==> src/rtl/mem_stage.sv <==
// MEM pipeline stage: drives the dcache load/store handshake and the MEM/WB latch; 1-cycle latency on a hit.
// A miss asserts mem_stall until dhit and latches bubbles meanwhile; HALTED is left only through nRST.
module mem_stage #(
   parameter int WORD_W = 32,
   parameter int REG_W  = 5
) (
   input  logic              CLK,
   input  logic              nRST,
   input  logic              ex_valid,
   input  logic [WORD_W-1:0] ex_alu_result,
   input  logic [WORD_W-1:0] ex_store_data,
   input  logic [WORD_W-1:0] ex_instr_npc,
   input  logic [REG_W-1:0]  ex_wsel,
   input  logic [1:0]        ex_wdat_source,
   input  logic              ex_wen,
   input  logic              ex_dren,
   input  logic              ex_dwen,
   input  logic              ex_halt,
   input  logic              flush,
   input  logic              dhit,
   input  logic [WORD_W-1:0] dmemload,
   output logic              dmemREN,
   output logic              dmemWEN,
   output logic [WORD_W-1:0] dmemaddr,
   output logic [WORD_W-1:0] dmemstore,
   output logic              mem_stall,
   output logic              wb_valid,
   output logic [WORD_W-1:0] wb_alu_result,
   output logic [WORD_W-1:0] wb_dmemload,
   output logic [WORD_W-1:0] wb_instr_npc,
   output logic [REG_W-1:0]  wb_wsel,
   output logic [1:0]        wb_wdat_source,
   output logic              wb_wen,
   output logic              wb_halt
);

   typedef enum logic [1:0] {IDLE, ACCESS, HALTED} state_t;

   typedef struct packed {
      logic [WORD_W-1:0] alu_result;
      logic [WORD_W-1:0] store_data;
      logic [WORD_W-1:0] instr_npc;
      logic [REG_W-1:0]  wsel;
      logic [1:0]        wdat_source;
      logic              wen;
      logic              dren;
      logic              dwen;
      logic              halt;
   } req_t;

   typedef struct packed {
      logic              valid;
      logic [WORD_W-1:0] alu_result;
      logic [WORD_W-1:0] dmemload;
      logic [WORD_W-1:0] instr_npc;
      logic [REG_W-1:0]  wsel;
      logic [1:0]        wdat_source;
      logic              wen;
      logic              halt;
   } wb_t;

   state_t state, state_nxt;
   req_t   cap, cap_nxt, ex_req;
   wb_t    wb, wb_nxt;
   logic   live, ex_mem;

   function automatic wb_t retire(input req_t r, input logic [WORD_W-1:0] ld);
      wb_t w;
      w.valid       = 1'b1;
      w.alu_result  = r.alu_result;
      w.dmemload    = r.dren ? ld : '0;
      w.instr_npc   = r.instr_npc;
      w.wsel        = r.wsel;
      w.wdat_source = r.wdat_source;
      w.wen         = r.wen;
      w.halt        = r.halt;
      return w;
   endfunction

   always_comb begin
      ex_req.alu_result  = ex_alu_result;
      ex_req.store_data  = ex_store_data;
      ex_req.instr_npc   = ex_instr_npc;
      ex_req.wsel        = ex_wsel;
      ex_req.wdat_source = ex_wdat_source;
      ex_req.wen         = ex_wen;
      ex_req.dren        = ex_dren;
      ex_req.dwen        = ex_dwen;
      ex_req.halt        = ex_halt;
   end

   assign live   = ex_valid & ~flush & (state == IDLE);
   assign ex_mem = ex_dren | ex_dwen;

   // Request outputs are gated by nRST so an in-flight access drops the moment reset asserts.
   always_comb begin
      dmemREN   = 1'b0;
      dmemWEN   = 1'b0;
      dmemaddr  = '0;
      dmemstore = '0;
      mem_stall = 1'b0;
      if (nRST) begin
         case (state)
            IDLE: begin
               if (live && ex_mem) begin
                  dmemREN   = ex_dren;
                  dmemWEN   = ex_dwen & ~ex_dren;
                  dmemaddr  = ex_alu_result;
                  dmemstore = ex_store_data;
                  mem_stall = ~dhit;
               end
            end
            ACCESS: begin
               dmemREN   = cap.dren;
               dmemWEN   = cap.dwen & ~cap.dren;
               dmemaddr  = cap.alu_result;
               dmemstore = cap.store_data;
               mem_stall = ~dhit;
            end
            default: ;
         endcase
      end
   end

   always_comb begin
      state_nxt = state;
      cap_nxt   = cap;
      wb_nxt    = '0;
      case (state)
         IDLE: begin
            if (live) begin
               if (ex_mem && !dhit) begin
                  cap_nxt   = ex_req;
                  state_nxt = ACCESS;
               end else begin
                  wb_nxt = retire(ex_req, dmemload);
                  if (ex_halt) state_nxt = HALTED;
               end
            end
         end
         ACCESS: begin
            // flush is deliberately ignored here: the captured access is older than the flush.
            if (dhit) begin
               wb_nxt    = retire(cap, dmemload);
               cap_nxt   = '0;
               state_nxt = cap.halt ? HALTED : IDLE;
            end
         end
         HALTED: wb_nxt.halt = 1'b1;
         default: state_nxt = IDLE;
      endcase
   end

   always_ff @(posedge CLK or negedge nRST) begin
      if (!nRST) begin
         state <= IDLE;
         cap   <= '0;
         wb    <= '0;
      end else begin
         state <= state_nxt;
         cap   <= cap_nxt;
         wb    <= wb_nxt;
      end
   end

   assign wb_valid       = wb.valid;
   assign wb_alu_result  = wb.alu_result;
   assign wb_dmemload    = wb.dmemload;
   assign wb_instr_npc   = wb.instr_npc;
   assign wb_wsel        = wb.wsel;
   assign wb_wdat_source = wb.wdat_source;
   assign wb_wen         = wb.wen;
   assign wb_halt        = wb.halt;

endmodule

==> config.mk <==
export PLATFORM = sky130hd
export DESIGN_NAME = mem_stage
export DESIGN_NICKNAME = d
export VERILOG_FILES = /design/src/rtl/mem_stage.sv
export SDC_FILE = /design/constraint.sdc
export NUM_CORES = 1
export LEC_CHECK = 0
export ABC_AREA = 1
export BUFFER_PORTS_ARGS = -buffer_cell sky130_fd_sc_hd__buf_2
export CAP_MARGIN = 20
export CORE_ASPECT_RATIO = 0.75
export CORE_MARGIN = 5
export CORE_UTILIZATION = 40
export DETAILED_ROUTE_END_ITERATION = 8
export PLACE_DENSITY = 0.7
export REMOVE_ABC_BUFFERS = 1
export SLEW_MARGIN = 20
export SYNTH_ARGS = -nofsm -noshare
export SYNTH_HDL_FRONTEND = slang
export SYNTH_SLANG_ARGS = --single-unit
==> constraint.sdc <==
create_clock -name CLK -period 2.7 [get_ports CLK]
set_input_delay 0.405 -clock CLK [delete_from_list [all_inputs] [get_ports CLK]]
set_output_delay 0.405 -clock CLK [all_outputs]
set_load 0.01 [all_outputs]
==> results of run 1 <==
-- layout make-up --
| class | instances | area, sq um | share of cell area |
|---|---|---|---|
| flip-flops and latches | 215 | 5380 | 0.417 |
| multi-input cells | 868 | 3980 | 0.308 |
| repair buffers | 345 | 1900 | 0.147 |
| clock buffers | 29 | 648 | 0.0502 |
| inverters | 116 | 450 | 0.0349 |
| well taps | 338 | 423 | 0.0328 |
| clock inverters | 13 | 125 | 0.00969 |
| diodes | 2 | 5.00 | 0.000388 |
-- flip-flops by register name (all words and copies together) (netlist names) --
signal and cells:
cap 107, wb_dmemload 32, wb_alu_result 32, state 2, wb_halt 1, wb_instr_npc 32
wb_wsel 5, wb_wdat_source 2, wb_wen 1, wb_valid 1
-- where the power goes --
group	total [mW]	switching [mW]	internal, mW	leakage [nW]
Clock	3.20	1.30	1.89	0.389
Sequential	4.57	0.479	4.09	2.82
Combinational	2.42	1.54	0.874	3.82
-- worst max path at each step --
stage / from / endpoint / cells past startpoint
floorplan: flush / cap[0] / 7
global placement: state[0] / dmemaddr[1] / 6
detailed placement: flush / cap[46] / 9
CTS: state[1] / dmemaddr[4] / 7
global route: state[0] / dmemstore[21] / 6
finish: state[0] / dmemstore[21] / 6
-- synthesized netlist by cell type (all sizes together) --
cell / number
nor2: 114
nand3: 139
a21oi: 68
clkbuf: 38
nand4: 97
buf: 79
dfrtp: 215
inv: 116
o21ai: 86
o22ai: 20
nand3b: 1
nand2: 343
-- metal layers --
| layer | vias up | track usage |
|---|---|---|
| met4 | 4 | 0.0443 |
| met5 | - | 0 |
| met2 | 451 | 0.335 |
| li1 | 4793 | - |
| met3 | 47 | 0.0427 |
| met1 | 4697 | 0.300 |
-- worst min-delay path, delay by kind of cell --
family	cells	cell delay, ns
buf+inv	2	0.16
compound gates	1	0.06
-- cells by family (layout without fill, tap and decap cells) --
family,count (synthesis),count (layout),share of synthesized area
AO/OA/AOI/OAI,174,174,0.0868
buffers and inverters,233,503,0.0965
flip-flops,215,215,0.521
other,0,2,0
AND/OR/NAND/NOR,694,694,0.296
-- per-stage QoR --
step | total power [mW] | std cells | area [sq um] | setup WS [ns]
floorplan | 5.99 | 1199 | 9770 | -1.36
detailed placement | 7.03 | 1881 | 12100 | 0.613
CTS | 10.3 | 1924 | 12900 | 0.0674
finish | 10.2 | 1926 | 12900 | 0.113
global route | 10.8 | 1926 | 12900 | 0.00448
global placement | 6.94 | 1881 | 12100 | 0.629
-- timing repair --
item | in CTS | in global routing
setup endpoints to repair | 0 | 13
hold buffers | 1 | 0
hold endpoints to repair | 21 | 0
resized for setup | 0 | 3
==> run summary, run 1 <==
Traced cell by cell, the critical path runs through nand2_2, inv_8, buf_12, nand2_1, a21oi_1, buf_2. For the worst setup path, the data required time is 2.30 ns. Leaving out fill and tap cells, the most frequent cells in the layout are 337 x sky130_fd_sc_hd__nand2_1, 315 x sky130_fd_sc_hd__buf_2, 215 x sky130_fd_sc_hd__dfrtp_1. In this run the top signal layer used is met5. After detailed routing, the number of remaining DRC violations is 0.

The layout-stage area growth over the synthesis result was 25.1%; the final global-route overflow total was 0. Synthesis produced 1316 cells. Setup violations remaining at the end of the flow were counted as 0.

STA classifies the critical path startpoint as a flop. The total length of routed wires was 32.0 mm. Source of the worst register-to-register timing path: state[0].

At the later pin of the worst-skew pair, clock insertion delay measures 0.50 ns. The utilization of the core after routing is 0.512, and the critical path buffer and inverter count is 3. From bottom edge to top edge, the die measures 149 microns.

Kind of cell adding the most delay to the critical path: buffers and inverters. The library cell used most frequently in the layout, excluding fill and tap cells, is sky130_fd_sc_hd__nand2_1. The run gives 0.210 as the total track usage. The worst hold path begins at ex_instr_npc[11]. Routability-driven placement congestion ratio: 0.794.

After synthesis, the cell types taking the most area are sky130_fd_sc_hd__dfrtp_1 52%, sky130_fd_sc_hd__nand2_1 12%, sky130_fd_sc_hd__nand3_1 6.7%. The slew of the pin with the lowest slew margin is 0.922 ns, and the H-tree depth is 1. The routed layout has 9992 vias. After layout, the minimum clock period comes to 2.59 ns. For hold timing, the worst endpoint is wb_instr_npc[11]. The worst hold path passes through 3 cells.

The die is 196 microns wide. The total number of clock tree sinks came out at 215. Clock tree synthesis inserted a total of 23 buffers. The ratio of cells with drive above 1 in the final layout came out at 0.253. The detailed router put a total of 14.2 mm of wire on met1. The tightest hold path in the finished design has a slack of 0.160 ns. Area of the core: 25200 sq um.

Using the TritonRoute via totals, the vias-per-cell ratio works out to 5.19. The ratio of final minimum period to clock period is 0.958, and the number of setup buffers added after CTS is 0. Dividing the synthesized area by the synthesized cell count gives 7.84 sq um. The detail route stage leaves a number of antenna-violating nets equal to 0. TritonCTS built the clock tree.

sky130_fd_sc_hd__dfrtp_1 takes more of the synthesized area than any other cell. The cell area power density works out to 789 nW/um^2. Of all nets on the critical path, the largest fanout is 51.

The detailed-placement wirelength estimate came out at 20.9 mm. The slowest stage of the critical path is the sky130_fd_sc_hd__dfrtp_1 cell. The hold violation total from the final report is 0, and the distinct cell type count of the synthesized netlist is 21. The wire length per cell after detailed routing was 16.6 microns; the die outline area was 29200 sq um. The number of DRC violations after detailed-routing iteration 0 was 639.

The portion of synthesized cell area occupied by the leading cell type works out to 0.521. The flow ran to the end, and the final reports show no timing, DRC or antenna violations. Entering global routing, the biggest net connects 109 pins. Number of warnings reported in the yosys synthesis log: 0. After synthesis the cells add up to 10300 sq um. The run gives 0 as the number of max-capacitance violations reported. After synthesis the netlist holds a flip-flop and latch count of 215.

The depth of the most critical reg-to-reg path is 8. The type of the tightest min-delay check was input pin to flop. VDD sags by at most 0.501 mV.

The initial cell density of the core is 0.409. The analysis attributes to cell leakage a power of 7.03 nW. The number of pins exceeding their max-slew limit in the final report was 0; the worst path arrival time was 2.18 ns. Max-slew headroom at the worst pin: 0.386.

On the final layout, the worst clock skew is 0.00534 ns. The clock passes through at most 3 buffers. The number of primary I/O pins was 317. After detailed routing, the met2 layer carries 14.4 mm of wire. The logs give 51.1 mm for the global-route wire length before repair and 50 for the number of standard-cell rows in the floorplan. STA classifies the critical path endpoint as a primary output. The sum of met3 wire segment lengths after detailed routing is 2.78 mm.

The filler cell count in the final layout came out at 2422. The clock slew at the register clock pins of the worst setup and hold paths works out to 0.06 ns. The critical path in this run is classified as flop to primary output. The number of global-route vias before repair is 9599. Timing would allow up to 387 MHz.

The reg-to-reg critical path endpoint was cap[60]. The reg2reg setup slack was 0.63 ns; the final setup TNS was 0 ns. For this run, the slowest stage of the critical path takes 0.46 ns. The buffer cell driving the clock tree root is sky130_fd_sc_hd__clkbuf_16. Setup repair after global routing left no endpoint under its margin.

Port buffering added 316 buffers. For this run, the detailed router's first-pass iteration total came to 6. The number of antenna violations at the first check in global routing came out at 4. The final layout contains 1713 nets. The part of the Yosys area used for sequential elements is 0.521.
(Power assumes the default switching activity.)
==> run 2: changes to the inputs <==
==> constraint.sdc (replaced) <==
create_clock -name CLK -period 2.95 [get_ports CLK]
set_input_delay 0.295 -clock CLK [delete_from_list [all_inputs] [get_ports CLK]]
set_output_delay 0.295 -clock CLK [all_outputs]
set_load 0.01 [all_outputs]
==> run 2 against run 1 <==
Sequential power shrank 8.3%. First-iteration DRC count grew 24%. Sequential cell count unchanged. Critical path depth down 1. Critical path type unchanged. Clock power down 14%. Non-clock buffer count decreased by 1. Hold slack worse by 0.11 ns.
==> run summary, run 2 (synthesis gave the netlist of run 1 again) <==
The area of the core was 25200 sq um (unchanged). The via count normalized by instance count was 5.27 (was 5.19); the number of DRC violations after detailed-routing iteration 0 was 793 (was 639). The antenna violation net count after detailed routing is 0 (unchanged). Post-cts repair resize count: 0 (unchanged). The buffer cell driving the clock tree root is sky130_fd_sc_hd__clkbuf_16 (unchanged). The final global-route overflow total is 0 (unchanged), and the achievable clock frequency is 387 MHz. The ratio of cells with drive above 1 in the final layout was 0.247 (was 0.253); the H-tree depth was 1 (unchanged). The slew of the pin with the lowest slew margin works out to 0.871 ns (was 0.922 ns). The switching part of the total came out at 0.329 (was 0.327). The wire length per cell after detailed routing works out to 16.7 microns (was 16.6 microns). The tools report the detailed-placement wirelength estimate as 21.1 mm (was 20.9 mm). The number of buffers inserted by port buffering was 316 (unchanged); the maximum number of pins on one net before global-route repair was 133 (was 109). The number of buffers created by CTS is 22 (was 23), and the highest ir drop seen on vdd is 0.373 mV (was 0.501 mV). The standby leakage power was 6.98 nW (was 7.03 nW). Sort of element at the end of the critical path: a primary output (unchanged). TritonCTS built the clock tree. The logs give 1 (was 4) for the number of antenna violations at the first check in global routing and 0.457 (was 0.449) for the fraction of power consumed by sequential logic. For the number of primary I/O pins, the log shows 317 (unchanged). The number of standard-cell rows in the floorplan is 50 (unchanged), and the cell area power density is 714 nW/um^2 (was 789 nW/um^2).

The tools report the final instance area as 12800 sq um (was 12900 sq um). The critical path launch point type is a flop (unchanged). The ratio of final minimum period to clock period works out to 0.876. The number of pins exceeding their max-slew limit in the final report was 0 (unchanged). The worst path arrival time was 2.29 ns (was 2.18 ns).

The number of max-capacitance violations reported came out at 0 (unchanged). The clock network power share is 0.299 (was 0.314), and the switching power is 3.02 mW (was 3.33 mW). The leading cell type in the layout, fill and taps excluded is sky130_fd_sc_hd__nand2_1 (unchanged). For the initial cell density of the core, the log shows 0.409 (unchanged). The die width came out at 196 microns (unchanged).

Most used cells in the layout excluding fill and tap cells: 337 x sky130_fd_sc_hd__nand2_1, 315 x sky130_fd_sc_hd__buf_2, 215 x sky130_fd_sc_hd__dfrtp_1 (unchanged). The largest clock skew in the final design was 0.00611 ns (was 0.00534 ns); the maximum net fanout on the critical path was 41 (was 51). The run gives 5 (was 6) as the count of TritonRoute iterations in the first routing pass. The category of the most critical setup path was flop to primary output (unchanged).

The final setup TNS is 0 ns (unchanged). The part of the total power dissipated in combinational logic is 0.245 (was 0.237). Register with the most flip-flops: cap (unchanged). The clock slew at the register clock pins of the worst setup and hold paths was 0.06 ns (about the same); the internal power was 6.15 mW (was 6.86 mW). The height of the chip is 149 microns (unchanged).

The utilization of the core after routing was 0.510 (was 0.512). The final number of setup-violating endpoints is 0 (unchanged), and the standard cell area after detailed placement is 12100 sq um (about the same). Required time of the critical path: 2.65 ns (was 2.30 ns).

The total length of routed wires came out at 32.2 mm (was 32.0 mm). The later-pin clock latency in the skew report is 0.50 ns (about the same), and the number of flip-flops under the largest register name is 107 (unchanged). Setup repair after global routing left no endpoint under its margin.

The die outline area is 29200 sq um (unchanged), and the max-slew headroom at the worst pin is 0.420 (was 0.386). The run finished with clean final reports. The routability-driven placement congestion ratio was 0.826 (was 0.794); the number of global-route vias before repair was 9832 (was 9599). The total number of clock tree sinks was 215 (unchanged); the post-layout minimum cycle time was 2.59 ns. The hold violation total from the final report was 0 (unchanged); the vias after detailed routing was 10100 (was 9992). For the net count of the finished layout, the log shows 1711 (was 1713).

Layout-stage area growth over the synthesis result: 24.5% (was 25.1%). Total track usage: 0.216 (was 0.210). Type of the tightest min-delay check: input pin to flop (unchanged). Number of buffers on the longest clock path: 3 (unchanged).

The global-route wire length before repair came out at 52.3 mm (was 51.1 mm). The tools report the total DRC errors in the routed layout as 0 (unchanged).
run 2: cell types whose count changed in the layout (fill, tap and decap cells not counted), sizes merged:
cell,before,now
inv,117,116
clkinv,9,3
clkbuf,29,34
buf,344,343
bufinv,2,1
run 2: layer usage:
layer  global-route usage  vias up  part of all wire
met1                0.307     4810              0.43
met3               0.0404       47             0.094
li1                     -     4789                 -
met5                    0        -           0.00034
met2                0.345      486              0.45
met4               0.0499        2             0.023
run 2: worst max-delay path, stage by stage (launching register included):
cell and delay (ns):
sky130_fd_sc_hd__dfrtp_1 0.44, sky130_fd_sc_hd__nor2_4 0.48, sky130_fd_sc_hd__buf_12 0.30, sky130_fd_sc_hd__nand4_1 0.14
sky130_fd_sc_hd__a21oi_1 0.24, sky130_fd_sc_hd__buf_2 0.18
run 2: power by group through the flow:
stage	Sequential, mW	Clock, mW	Combinational, mW
after floorplan	4.20	0	1.28
after global placement	4.21	0	2.18
after detailed placement	4.22	0	2.26
after CTS	4.19	2.80	2.27
after global routing	4.28	2.92	2.55
final	4.19	2.74	2.24
run 2: path summary, 6_finish.rpt:
| kind | start | to | depth (start not counted) | slack [ns] |
|---|---|---|---|---|
| worst max register to register | state[0] | cap[74] | 8 | 1.04 |
| worst min register to register | cap[10] | wb_wsel[4] | 2 | 0.48 |
| worst max-delay path | state[0] | dmemstore[18] | 5 | 0.36 |
| min in group asynchronous | nRST | cap[68] | 2 | 0.22 |
| worst min-delay path | ex_instr_npc[25] | wb_instr_npc[25] | 3 | 0.05 |
| max in group asynchronous | nRST | cap[28] | 3 | 1.63 |
run 2: layout make-up:
type	instances	area [sq um]
antenna	2	5.00
sequential	215	5380
fill	2364	12400
multi-input combinational	868	3980
inverter	116	445
clock buffer	34	647
tap	338	423
clock inverter	5	52.6
timing repair buffer	344	1920
run 2: repair_timing:
| action | CTS | global route |
|---|---|---|
| hold buffers | 1 | 0 |
| hold endpoints to repair | 17 | 0 |
| setup buffers | 0 | 0 |
| setup endpoints to repair | 0 | 0 |
run 2: metrics by stage:
| stage | worst slack [ns] | hold slack [ns] | std cells | total power [mW] |
|---|---|---|---|---|
| finish | 0.365 | 0.0535 | 1922 | 9.17 |
| global route | 0.249 | 0.0477 | 1920 | 9.75 |
| CTS | 0.327 | 0.0341 | 1920 | 9.26 |
| detailed placement | 0.798 | 0.132 | 1880 | 6.49 |
| global placement | 0.799 | 0.135 | 1880 | 6.38 |
| floorplan | -1.11 | -0.000591 | 1199 | 5.49 |
==> run 3: changes to the inputs <==
- PLACE_DENSITY: 0.7 -> 0.72
- SLEW_MARGIN: 20 -> default
- clock period: 2.95 -> 2.08 ns (I/O delays scaled with it)
==> run 3 against run 2 <==
The flow now finishes with violations (hold timing, setup timing). First-iteration DRC count fell by 13%. Register-to-register slack got worse by 0.72 ns. Clock power rose by 61%. Sequential share of layout area fell by 4.7 points. Critical path depth rose by 1. Worst setup slack got worse by 0.39 ns. Largest cell class unchanged.
==> run summary, run 3 (synthesis gave the netlist of run 1 again) <==
The tools report the area of the core as 25200 sq um (unchanged). The reg2reg setup slack is 0.32 ns (was 1.04 ns). Total length of routed wires: 36.1 mm (was 32.2 mm). Final global-route overflow total: 0 (unchanged). The standby leakage power came out at 7.69 nW (was 6.98 nW).

The buffer cell driving the clock tree root was sky130_fd_sc_hd__clkbuf_16 (unchanged). The cell area power density was 997 nW/um^2 (was 714 nW/um^2); the number of pins exceeding their max-slew limit in the final report was 0 (unchanged). The depth of the most critical reg-to-reg path is 9 (was 8). Leading cell type in the layout, fill and taps excluded: sky130_fd_sc_hd__nand2_1 (unchanged). The tools report the sort of element at the end of the critical path as a primary output (unchanged). The H-tree depth came out at 1 (unchanged). The required time of the critical path is 1.87 ns (was 2.65 ns), and the initial cell density of the core is 0.409 (unchanged). The run gives 3 (unchanged) as the number of buffers on the longest clock path.

The type of the tightest min-delay check is input pin to flop (unchanged). The register with the most flip-flops is cap (unchanged). The run finished, with violations left. The tools report the largest clock skew in the final design as 0.0107 ns (was 0.00611 ns). The critical path buffer and inverter count was 3 (was 2).

The beginning of the critical path is state[1] (was state[0]). The number of standard-cell rows in the floorplan is 50 (unchanged), and the total track usage is 0.232 (was 0.216). The vias after detailed routing came out at 10800 (was 10100). Setup repair after global routing could not meet its margin everywhere.

The highest-delay cell along the critical path is sky130_fd_sc_hd__dfrtp_1 (was sky130_fd_sc_hd__nor2_4). The logs give 1 (was 0) for the hold violation total from the final report and 10600 (was 9832) for the number of global-route vias before repair. The run gives 2 (was 1) as the number of antenna violations at the first check in global routing. Subtracting the final worst setup slack from the clock period gives 2.11 ns.

The die width is 196 microns (unchanged). The number of buffers inserted by port buffering is 316 (unchanged). The maximum number of pins on one net before global-route repair was 135 (was 133). The tools report the number of buffers created by CTS as 23 (was 22).

Clock slew at the register clock pins of the worst setup and hold paths: 0.07 ns (was 0.06 ns). The maximum net fanout on the critical path is 6 (was 41), and the path length in cells of the critical path is 6 (was 5). Final worst slack: -0.0256 ns (was 0.365 ns).

The delay of the slowest critical-path stage works out to 0.42 ns (was 0.48 ns). Kind of cell adding the most delay to the critical path: buffers and inverters (was simple AND/OR/NAND/NOR gates). The routability-driven placement congestion ratio came out at 0.833 (was 0.826). For the total number of clock tree sinks, the log shows 215 (unchanged). The final reports fail on hold timing, setup timing. The run gives -0.00148 ns (was 0.0535 ns) as the final hold slack.

The part of the total power dissipated in combinational logic was 0.281 (was 0.245); the switching power was 4.73 mW (was 3.02 mW). The via count normalized by instance count was 5.25 (was 5.27). The fraction of power consumed by sequential logic was 0.414 (was 0.457); the detailed-placement wirelength estimate was 21.7 mm (was 21.1 mm).

For the number of primary I/O pins, the log shows 317 (unchanged). For the final number of setup-violating endpoints, the log shows 8 (was 0). The reg-to-reg critical path endpoint was cap[12] (was cap[74]). The number of flip-flops under the largest register name is 107 (unchanged), and the switching part of the total is 0.328 (was 0.329). The power consumption was 14.4 mW (was 9.17 mW); the layout-stage area growth over the synthesis result was 40.1% (was 24.5%). The height of the chip works out to 149 microns (unchanged). The number of DRC violations after detailed-routing iteration 0 came out at 688 (was 793). The final setup TNS was -0.113 ns (was 0 ns).

The total DRC errors in the routed layout is 0 (unchanged), and the number of max-capacitance violations reported is 0 (unchanged). Slew of the pin with the lowest slew margin: 0.745 ns (was 0.871 ns). The tools report the achievable clock frequency as 475 MHz. TritonCTS built the clock tree. The global-route wire length before repair was 56.1 mm (was 52.3 mm). Source of the worst register-to-register timing path: state[0] (unchanged). Most used cells in the layout excluding fill and tap cells: 337 x sky130_fd_sc_hd__nand2_1, 314 x sky130_fd_sc_hd__buf_2, 214 x sky130_fd_sc_hd__dfrtp_1 (was 337 x sky130_fd_sc_hd__nand2_1, 315 x sky130_fd_sc_hd__buf_2, 215 x sky130_fd_sc_hd__dfrtp_1). The later-pin clock latency in the skew report was 0.51 ns (was 0.50 ns).

The tools report the endpoint of the most critical setup path as dmemaddr[11] (was dmemstore[18]). The tools report the net count of the finished layout as 1840 (was 1711). The ratio of final minimum period to clock period was 1.01; the antenna violation net count after detailed routing was 0 (unchanged).

The run gives 9.69 mW (was 6.15 mW) as the internal power. The worst path arrival time is 1.90 ns (was 2.29 ns), and the wire length per cell after detailed routing is 17.6 microns (was 16.7 microns). Count of TritonRoute iterations in the first routing pass: 5 (unchanged).

For the die outline area, the log shows 29200 sq um (unchanged). The category of the most critical setup path is flop to primary output (unchanged). For the highest ir drop seen on vdd, the log shows 0.534 mV (was 0.373 mV). The max-slew headroom at the worst pin is 0.503 (was 0.420). The tools report the clock network power share as 0.306 (was 0.299). The critical path launch point type was a flop (unchanged). Cells along the critical path: nor2_4, buf_6, buf_12, nand4_1, a21oi_2, buf_2 (was nor2_4, buf_12, nand4_1, a21oi_1, buf_2). The ratio of cells with drive above 1 in the final layout came out at 0.255 (was 0.247).
## run 3: through the flow
stage               utilization  area (sq um)  setup WS, ns  std cells
global route              0.573         14500       -0.0935       2051
global placement          0.485         12200         0.377       1889
floorplan                     -          9770         -1.98       1199
finish                    0.573         14500       -0.0256       2051
detailed placement        0.485         12200         0.384       1889
CTS                       0.567         14300       -0.0376       2045
## run 3: how the worst min path moves through the flow
stage | from | endpoint | cells past startpoint
2_1_floorplan | nRST | cap[0] | 0
3_3_place_gp | nRST | wb_alu_result[29] | 2
5_1_grt | dmemload[21] | wb_dmemload[21] | 3
3_5_place_dp | nRST | cap[47] | 2
6_report | dmemload[21] | wb_dmemload[21] | 3
4_1_cts | ex_alu_result[15] | wb_alu_result[15] | 3
## run 3: worst min-delay path, delay by kind of cell
| kind | cells | cell delay [ns] |
|---|---|---|
| buffers and inverters | 1 | 0.11 |
| AOI/OAI and AO/OA | 1 | 0.08 |
| and+or+nand+nor | 1 | 0.06 |
## run 3: power groups by stage
stage               Sequential [mW]  Combinational, mW  Clock, mW
floorplan                      5.96               1.82          0
global placement               5.99               3.15          0
detailed placement             6.00               3.25          0
CTS                            5.95               3.67       4.50
global route                   6.09               4.46       4.64
finish                         5.97               4.05       4.41
## run 3: layout make-up
type | instances | area (sq um)
multi-input cells | 868 | 4040
inverters | 116 | 453
well taps | 338 | 423
clock inverters | 11 | 164
fillers | 2204 | 10800
repair inverters | 1 | 11.3
diodes | 1 | 2.50
clock buffers | 30 | 642
repair buffers | 471 | 3340
flip-flops and latches | 215 | 5380
## run 3: routing by layer
layer | part of all wire | GRT usage | wire length (microns)
met1 | 0.42 | 0.312 | 15300
met2 | 0.47 | 0.393 | 16900
met3 | 0.085 | 0.0427 | 3070
met4 | 0.024 | 0.0569 | 875
met5 | 0.00025 | 0 | 9
## run 3: timing repair
action / 4_1_cts / 5_1_grt
hold buffers: 103 / 0
cloned: 4 / 5
endpoints found under the hold margin: 317 / 0
buffers inserted: 8 / 0
pin swaps: 2 / 4
setup endpoints to repair: 62 / 66
resized for setup: 16 / 13
